===== src/rtl/coin_credit_if.sv =====
// Coin-acceptor handshake bundle: coin/cancel/vend requests in, credit and change reporting out.
interface coin_credit_if #(
  parameter int unsigned CREDIT_W = 7
);
  logic                coin_valid;
  logic [1:0]          coin_value;
  logic                cancel_button;
  logic                vend_req;
  logic                money;
  logic [CREDIT_W-1:0] credit;
  logic                coin_reject;
  logic                change_valid;
  logic [CREDIT_W-1:0] change_amount;

  modport master (
    output coin_valid, coin_value, cancel_button, vend_req,
    input  money, credit, coin_reject, change_valid, change_amount
  );

  modport slave (
    input  coin_valid, coin_value, cancel_button, vend_req,
    output money, credit, coin_reject, change_valid, change_amount
  );
endinterface


===== src/rtl/coin_credit.sv =====
// Coin credit accumulator for the vending path: collects coins, holds money during dispense,
// then pays out change or a full refund on cancel.
module coin_credit #(
  parameter int unsigned PRICE           = 30,
  parameter int unsigned CREDIT_MAX      = 60,
  parameter int unsigned CREDIT_W        = 7,
  parameter int unsigned DISPENSE_CYCLES = 4
) (
  input logic          clk,
  input logic          rst,
  coin_credit_if.slave bus
);

  localparam logic [2:0] StIdle    = 3'd0;
  localparam logic [2:0] StCollect = 3'd1;
  localparam logic [2:0] StReady   = 3'd2;
  localparam logic [2:0] StVend    = 3'd3;
  localparam logic [2:0] StChange  = 3'd4;

  localparam int unsigned CntW = (DISPENSE_CYCLES > 1) ? $clog2(DISPENSE_CYCLES) : 1;
  localparam logic [CntW-1:0]     CntLoad = CntW'(DISPENSE_CYCLES - 1);
  localparam logic [CREDIT_W-1:0] PriceW  = CREDIT_W'(PRICE);
  localparam logic [CREDIT_W:0]   MaxW    = (CREDIT_W + 1)'(CREDIT_MAX);

  logic [2:0]          state_q, state_d;
  logic [CREDIT_W-1:0] credit_q, credit_d;
  logic [CntW-1:0]     cnt_q, cnt_d;
  logic                money_q, money_d;
  logic                coin_reject_q, coin_reject_d;
  logic                change_valid_q, change_valid_d;
  logic [CREDIT_W-1:0] change_amount_q, change_amount_d;

  logic [CREDIT_W-1:0] coin_units;
  logic [CREDIT_W:0]   coin_sum;
  logic                coin_fits;

  always_comb begin
    coin_units = '0;
    unique case (bus.coin_value)
      2'd0: coin_units = CREDIT_W'(1);
      2'd1: coin_units = CREDIT_W'(2);
      2'd2: coin_units = CREDIT_W'(5);
      2'd3: coin_units = CREDIT_W'(10);
    endcase
  end

  // One extra bit so an over-limit sum cannot wrap back under CREDIT_MAX.
  assign coin_sum  = {1'b0, credit_q} + {1'b0, coin_units};
  assign coin_fits = (coin_sum <= MaxW);

  always_comb begin
    state_d         = state_q;
    credit_d        = credit_q;
    cnt_d           = cnt_q;
    coin_reject_d   = 1'b0;
    change_valid_d  = 1'b0;
    change_amount_d = change_amount_q;

    case (state_q)
      StIdle, StCollect, StReady: begin
        if (bus.cancel_button && (state_q != StIdle)) begin
          state_d         = StChange;
          change_amount_d = credit_q;
          change_valid_d  = (credit_q != '0);
          credit_d        = '0;
          coin_reject_d   = bus.coin_valid;
        end else if (bus.vend_req && (state_q == StReady)) begin
          state_d       = StVend;
          cnt_d         = CntLoad;
          coin_reject_d = bus.coin_valid;
        end else begin
          if (bus.coin_valid) begin
            if (coin_fits) credit_d = coin_sum[CREDIT_W-1:0];
            else coin_reject_d = 1'b1;
          end
          // Next state follows the post-update credit so money rises one cycle after the coin.
          if (credit_d >= PriceW)   state_d = StReady;
          else if (credit_d != '0) state_d = StCollect;
          else                      state_d = StIdle;
        end
      end

      StVend: begin
        coin_reject_d = bus.coin_valid;
        if (cnt_q == '0) begin
          state_d         = StChange;
          change_amount_d = credit_q - PriceW;
          change_valid_d  = (credit_q != PriceW);
          credit_d        = '0;
        end else begin
          cnt_d = cnt_q - CntW'(1);
        end
      end

      StChange: begin
        coin_reject_d = bus.coin_valid;
        state_d       = StIdle;
      end

      default: state_d = StIdle;
    endcase

    money_d = (state_d == StReady) || (state_d == StVend);
  end

  always_ff @(posedge clk) begin
    if (rst) begin
      state_q         <= StIdle;
      credit_q        <= '0;
      cnt_q           <= '0;
      money_q         <= 1'b0;
      coin_reject_q   <= 1'b0;
      change_valid_q  <= 1'b0;
      change_amount_q <= '0;
    end else begin
      state_q         <= state_d;
      credit_q        <= credit_d;
      cnt_q           <= cnt_d;
      money_q         <= money_d;
      coin_reject_q   <= coin_reject_d;
      change_valid_q  <= change_valid_d;
      change_amount_q <= change_amount_d;
    end
  end

  assign bus.money         = money_q;
  assign bus.credit        = credit_q;
  assign bus.coin_reject   = coin_reject_q;
  assign bus.change_valid  = change_valid_q;
  assign bus.change_amount = change_amount_q;

endmodule

===== src/flat_wrapper.sv =====
// flat-port wrapper written by rule: the top's interface ports become plain ports
module coin_credit_flat 
#(
  parameter int unsigned PRICE           = 30,
  parameter int unsigned CREDIT_MAX      = 60,
  parameter int unsigned CREDIT_W        = 7,
  parameter int unsigned DISPENSE_CYCLES = 4
)
  (clk, rst, bus_coin_valid, bus_coin_value, bus_cancel_button, bus_vend_req, bus_money, bus_credit, bus_coin_reject, bus_change_valid, bus_change_amount);
  coin_credit_if #(.CREDIT_W(CREDIT_W)) bus_i ();
  input logic clk;
  input logic rst;
  input wire logic [$bits(bus_i.coin_valid)-1:0] bus_coin_valid;
  input wire logic [$bits(bus_i.coin_value)-1:0] bus_coin_value;
  input wire logic [$bits(bus_i.cancel_button)-1:0] bus_cancel_button;
  input wire logic [$bits(bus_i.vend_req)-1:0] bus_vend_req;
  output wire logic [$bits(bus_i.money)-1:0] bus_money;
  output wire logic [$bits(bus_i.credit)-1:0] bus_credit;
  output wire logic [$bits(bus_i.coin_reject)-1:0] bus_coin_reject;
  output wire logic [$bits(bus_i.change_valid)-1:0] bus_change_valid;
  output wire logic [$bits(bus_i.change_amount)-1:0] bus_change_amount;
  assign bus_i.coin_valid = bus_coin_valid;
  assign bus_i.coin_value = bus_coin_value;
  assign bus_i.cancel_button = bus_cancel_button;
  assign bus_i.vend_req = bus_vend_req;
  assign bus_money = bus_i.money;
  assign bus_credit = bus_i.credit;
  assign bus_coin_reject = bus_i.coin_reject;
  assign bus_change_valid = bus_i.change_valid;
  assign bus_change_amount = bus_i.change_amount;
  coin_credit #(.PRICE(PRICE), .CREDIT_MAX(CREDIT_MAX), .CREDIT_W(CREDIT_W), .DISPENSE_CYCLES(DISPENSE_CYCLES)) u_core (.clk(clk), .rst(rst), .bus(bus_i));
endmodule

===== config.mk =====
export PLATFORM = sky130hd
export DESIGN_NAME = coin_credit_flat
export DESIGN_NICKNAME = d
export VERILOG_FILES = /design/src/rtl/coin_credit_if.sv /design/src/rtl/coin_credit.sv /design/src/flat_wrapper.sv
export SDC_FILE = /design/constraint.sdc
export NUM_CORES = 1
export LEC_CHECK = 0
export BUFFER_PORTS_ARGS = -buffer_cell sky130_fd_sc_hd__buf_2
export CORE_ASPECT_RATIO = 0.75
export CORE_UTILIZATION = 58
export CTS_BUF_LIST = sky130_fd_sc_hd__clkbuf_4
export DETAILED_ROUTE_END_ITERATION = 16
export PLACE_DENSITY = 0.89
export RECOVER_POWER = 100
export REMOVE_ABC_BUFFERS = 1
export SLEW_MARGIN = 20
export SYNTH_ARGS = -nofsm -noshare
export SYNTH_HDL_FRONTEND = slang
export SYNTH_SLANG_ARGS = --single-unit
export TNS_END_PERCENT = 50

===== constraint.sdc =====
create_clock -name clk -period 5.79 [get_ports clk]
set_clock_uncertainty 0.05 [all_clocks]
set_input_delay 1.158 -clock clk [delete_from_list [all_inputs] [get_ports clk]]
set_output_delay 1.158 -clock clk [all_outputs]
set_load 0.05 [all_outputs]

==> results.py <==
metrics = {
    "sta": {
        "hold_violations": 0,
        "slew_viol_final": 0,
        "finalCritPeriodShare_pct": 67.2,
        "fmax_mhz": 257,
        "layout_setup_ws_ns": 1.90,
        "rsz0062_at_grt": "false",
        "max_slew.worst_pin.slew_ns": 0.888,
        "max-slew-margin-rel_pct": 40.6,
        "hold_ws_ns": 0.447,
        "setup_tns_ns": 0,
        "fin_crit_ns": 3.89,
        "finalSetupViolations": 0,
    },
    "synthesis": {
        "synth_edf_count": 0,
        "netlist_instances": 183,
        "yosysTopAreaCellShare_pct": 29.9,
        "ys.flop_type": "dfxtp_1",
        "synthesis.area_sq_um": 1470,
        "syn_avg_cell_area_sq_um": 8.05,
        "synth.area.top_cells": "dfxtp_1 (30%), nor2_1 (7.1%), ha_1 (5.1%)",
        "synth_area_leader_cell": "dfxtp_1",
        "synth.top_cells.by_count": "nor2_1 (28), dfxtp_1 (22), nand2_1 (11), inv_1 (10), a21oi_1 (9)",
        "synth_cell_types": 47,
        "synth.ff_latch_count": 22,
        "async_reset_ff_share_pct": 0,
        "yosysSeqAreaShare_pct": 29.9,
        "yosysWarnings": 0,
        "yosysMostFrequentCell": "nor2_1",
    },
    "placed_design": {
        "portBuffers": 23,
        "dp_worst_setup_slack_ns": 2.02,
        "place.gp.congestion": 0.930,
        "place_inst": 231,
        "dp_hpwl_microns": 2670,
    },
    "setup_path": {
        "critPathMaxStageDelay_ns": 0.53,
        "ff2ff_path_depth": 10,
        "crit_slowest_cell": "o21ai_0",
        "r2r-start": "u_core.bus.credit[0]",
        "crit_type": "in2reg",
        "end_kind": "flip-flop",
        "worst-path-max-fanout": 6,
        "r2r_end": "u_core.bus.credit[3]",
        "cp_common_cell": "inv_1",
        "cp.required_ns": 6.00,
        "r2r_slack_ns": 2.43,
        "crit_arrival_ns": 4.10,
        "crit_path_cell_trace": "clkbuf_1 -> inv_1 -> ha_1 -> inv_1 -> fa_1 -> nand2b_2 -> a21oi_1 -> xnor2_1 -> a41oi_1 -> o21ai_0 -> a22oi_1 -> nor2_1",
        "startpoint_type": "input port",
    },
    "floorplan": {
        "die_w_microns": 60.2,
        "core_sq_um": 2350,
        "die-area_sq_um": 2750,
        "die_h_microns": 45.7,
        "rows": 15,
        "ioPinCount": 24,
        "start_util_pct": 62.8,
    },
    "worst_hold_path": {
        "holdPathEnd": "u_core.cnt_q[0]",
        "worstHoldPathType": "reg2reg",
        "min_from": "u_core.cnt_q[0]",
        "hold_depth": 1,
    },
    "pwr": {
        "p_leak_nw": 0.570,
        "combPwrFrac_pct": 31.6,
        "power_density_nw_per_um2": 272,
        "total_power_uw": 435,
        "internal_power_uw": 274,
        "vdd_drop_max_mv": 0.213,
        "seqPwrFrac_pct": 41.4,
        "p_clk_share_pct": 27.0,
        "switching_share_pct": 37.0,
        "p_switching_uw": 161,
    },
    "layout": {
        "finalNonFillerCells": 235,
        "insertedDiodeCount": 0,
        "area_growth_pct": 8.49,
        "fillers": 204,
        "drive_gt1_share_pct": 7.96,
        "seqCellArea_sq_um": 440,
        "multi_input_area_sq_um": 935,
        "nNetsFinal": 216,
    },
    "global_routing": {
        "grt_pass1_wl_microns": 5640,
        "grt_overflow": 0,
        "grt_max_degree": 20,
        "grt_pass1_vias": 1275,
        "track_usage_pct": 27.9,
        "grt_antenna_before_repair": 0,
    },
    "cts": {
        "cts_setup_buffers": 0,
        "cts_tree": "built",
        "hold_buffers": 0,
        "htreeDepth": 1,
        "root_buffer": "clkbuf_4",
        "numCtsBuffers": 3,
        "clock_sinks": 22,
        "cts_resized": 0,
        "clockBufferDepth": 2,
        "clk_pin_slew_ns": 0.13,
        "clk_latency_ns": 0.31,
    },
    "drt": {
        "drt-vias-per-instance": 6.15,
        "drt_iter0_markers": 131,
        "routed_wl_microns": 3550,
        "drt-wirelength-per-cell_microns": 15.1,
        "drc_errors": 0,
        "drtPass1Iterations": 5,
        "dr_total_vias": 1445,
        "drtAntennaViolNets": 0,
    },
    "status": {
        "outcome": "finished, final reports clean",
    },
    "flow_run": {
        "max-cap-violations": 0,
    },
}
==> power groups by stage <==
stage                     registers (mW)  logic (mW)  clock network [mW]
after floorplan                    0.214      0.0725                   0
after global placement             0.181       0.134                   0
after detailed placement           0.182       0.138                   0
after CTS                          0.179       0.140               0.117
after global routing               0.182       0.149               0.125
final                              0.180       0.137               0.117
==> cell families after synthesis <==
| group | after synthesis | synth area share [%] |
|---|---|---|
| compound gates | 51 | 26.6 |
| xor+xnor | 10 | 6.45 |
| fa+ha+maj | 7 | 6.45 |
| buf+inv | 19 | 5.52 |
| flops | 22 | 29.9 |
| mux | 3 | 2.12 |
| simple gates | 71 | 23.0 |
==> flip-flops by register name, summed over array words and instances (netlist names) <==
signal	cells
u_core.bus.change_valid	1
u_core.cnt_q	2
u_core.state_q	3
u_core.bus.coin_reject	1
u_core.bus.change_amount	7
u_core.bus.credit	7
u_core.bus.money	1
==> per-stage QoR <==
stage | area, sq um | utilization, %
2_1_floorplan | 1430 | -
3_3_place_gp | 1590 | 67.7
3_5_place_dp | 1590 | 67.7
4_1_cts | 1640 | 69.9
5_1_grt | 1600 | 68.2
6_report | 1600 | 68.2
==> cell type report <==
type                            count  area share, %
Clock inverter                      1           1.88
Timing Repair Buffer               23           5.71
Multi-Input combinational cell    142           58.5
Clock buffer                        3           1.41
Sequential cell                    22           27.5
Inverter                           10           2.35
Tap cell                           34           2.66
==> per-layer routing <==
layer,up-vias,track usage (%),wire length (microns)
met3,15,5.68,353
met1,633,38.8,1520
met4,0,9.30,74
met5,-,0,0
li1,696,-,-
met2,101,43.1,1600
==> worst max-delay path, delay by kind of cell <==
| family | cells | cell delay [ns] |
|---|---|---|
| AOI/OAI and AO/OA | 4 | 1.41 |
| xor gates and xnor gates | 1 | 0.27 |
| adders and majority gates | 2 | 0.60 |
| buffers and inverters | 3 | 0.31 |
| and+or+nand+nor | 2 | 0.35 |
==> layout by cell type, fill, tap and decap left out, drive strengths merged, types with 5 or more instances in the layout <==
cell type	Yosys	routed
nand2	11	11
xnor2	6	6
nor3	8	8
a21oi	10	10
nor2	30	30
dfxtp	22	22
a31oi	5	5
clkbuf	5	22
inv	10	10
nand3	6	6
ha	6	6
a211oi	9	9
o21ai	8	8
==> how the worst max path moves through the flow <==
stage | from | to | slack (ns) | cells past startpoint
finish | bus_coin_value[0] | u_core.bus.credit[3] | 1.90 | 12
global route | bus_coin_value[0] | u_core.bus.credit[3] | 1.72 | 12
CTS | bus_coin_value[0] | u_core.state_q[0] | 2.31 | 12
detailed placement | bus_coin_value[0] | u_core.state_q[0] | 2.02 | 12
global placement | bus_coin_value[0] | u_core.state_q[0] | 2.13 | 12
floorplan | bus_coin_value[0] | u_core.state_q[0] | 2.38 | 11
Power figures use the tool's default switching activity.
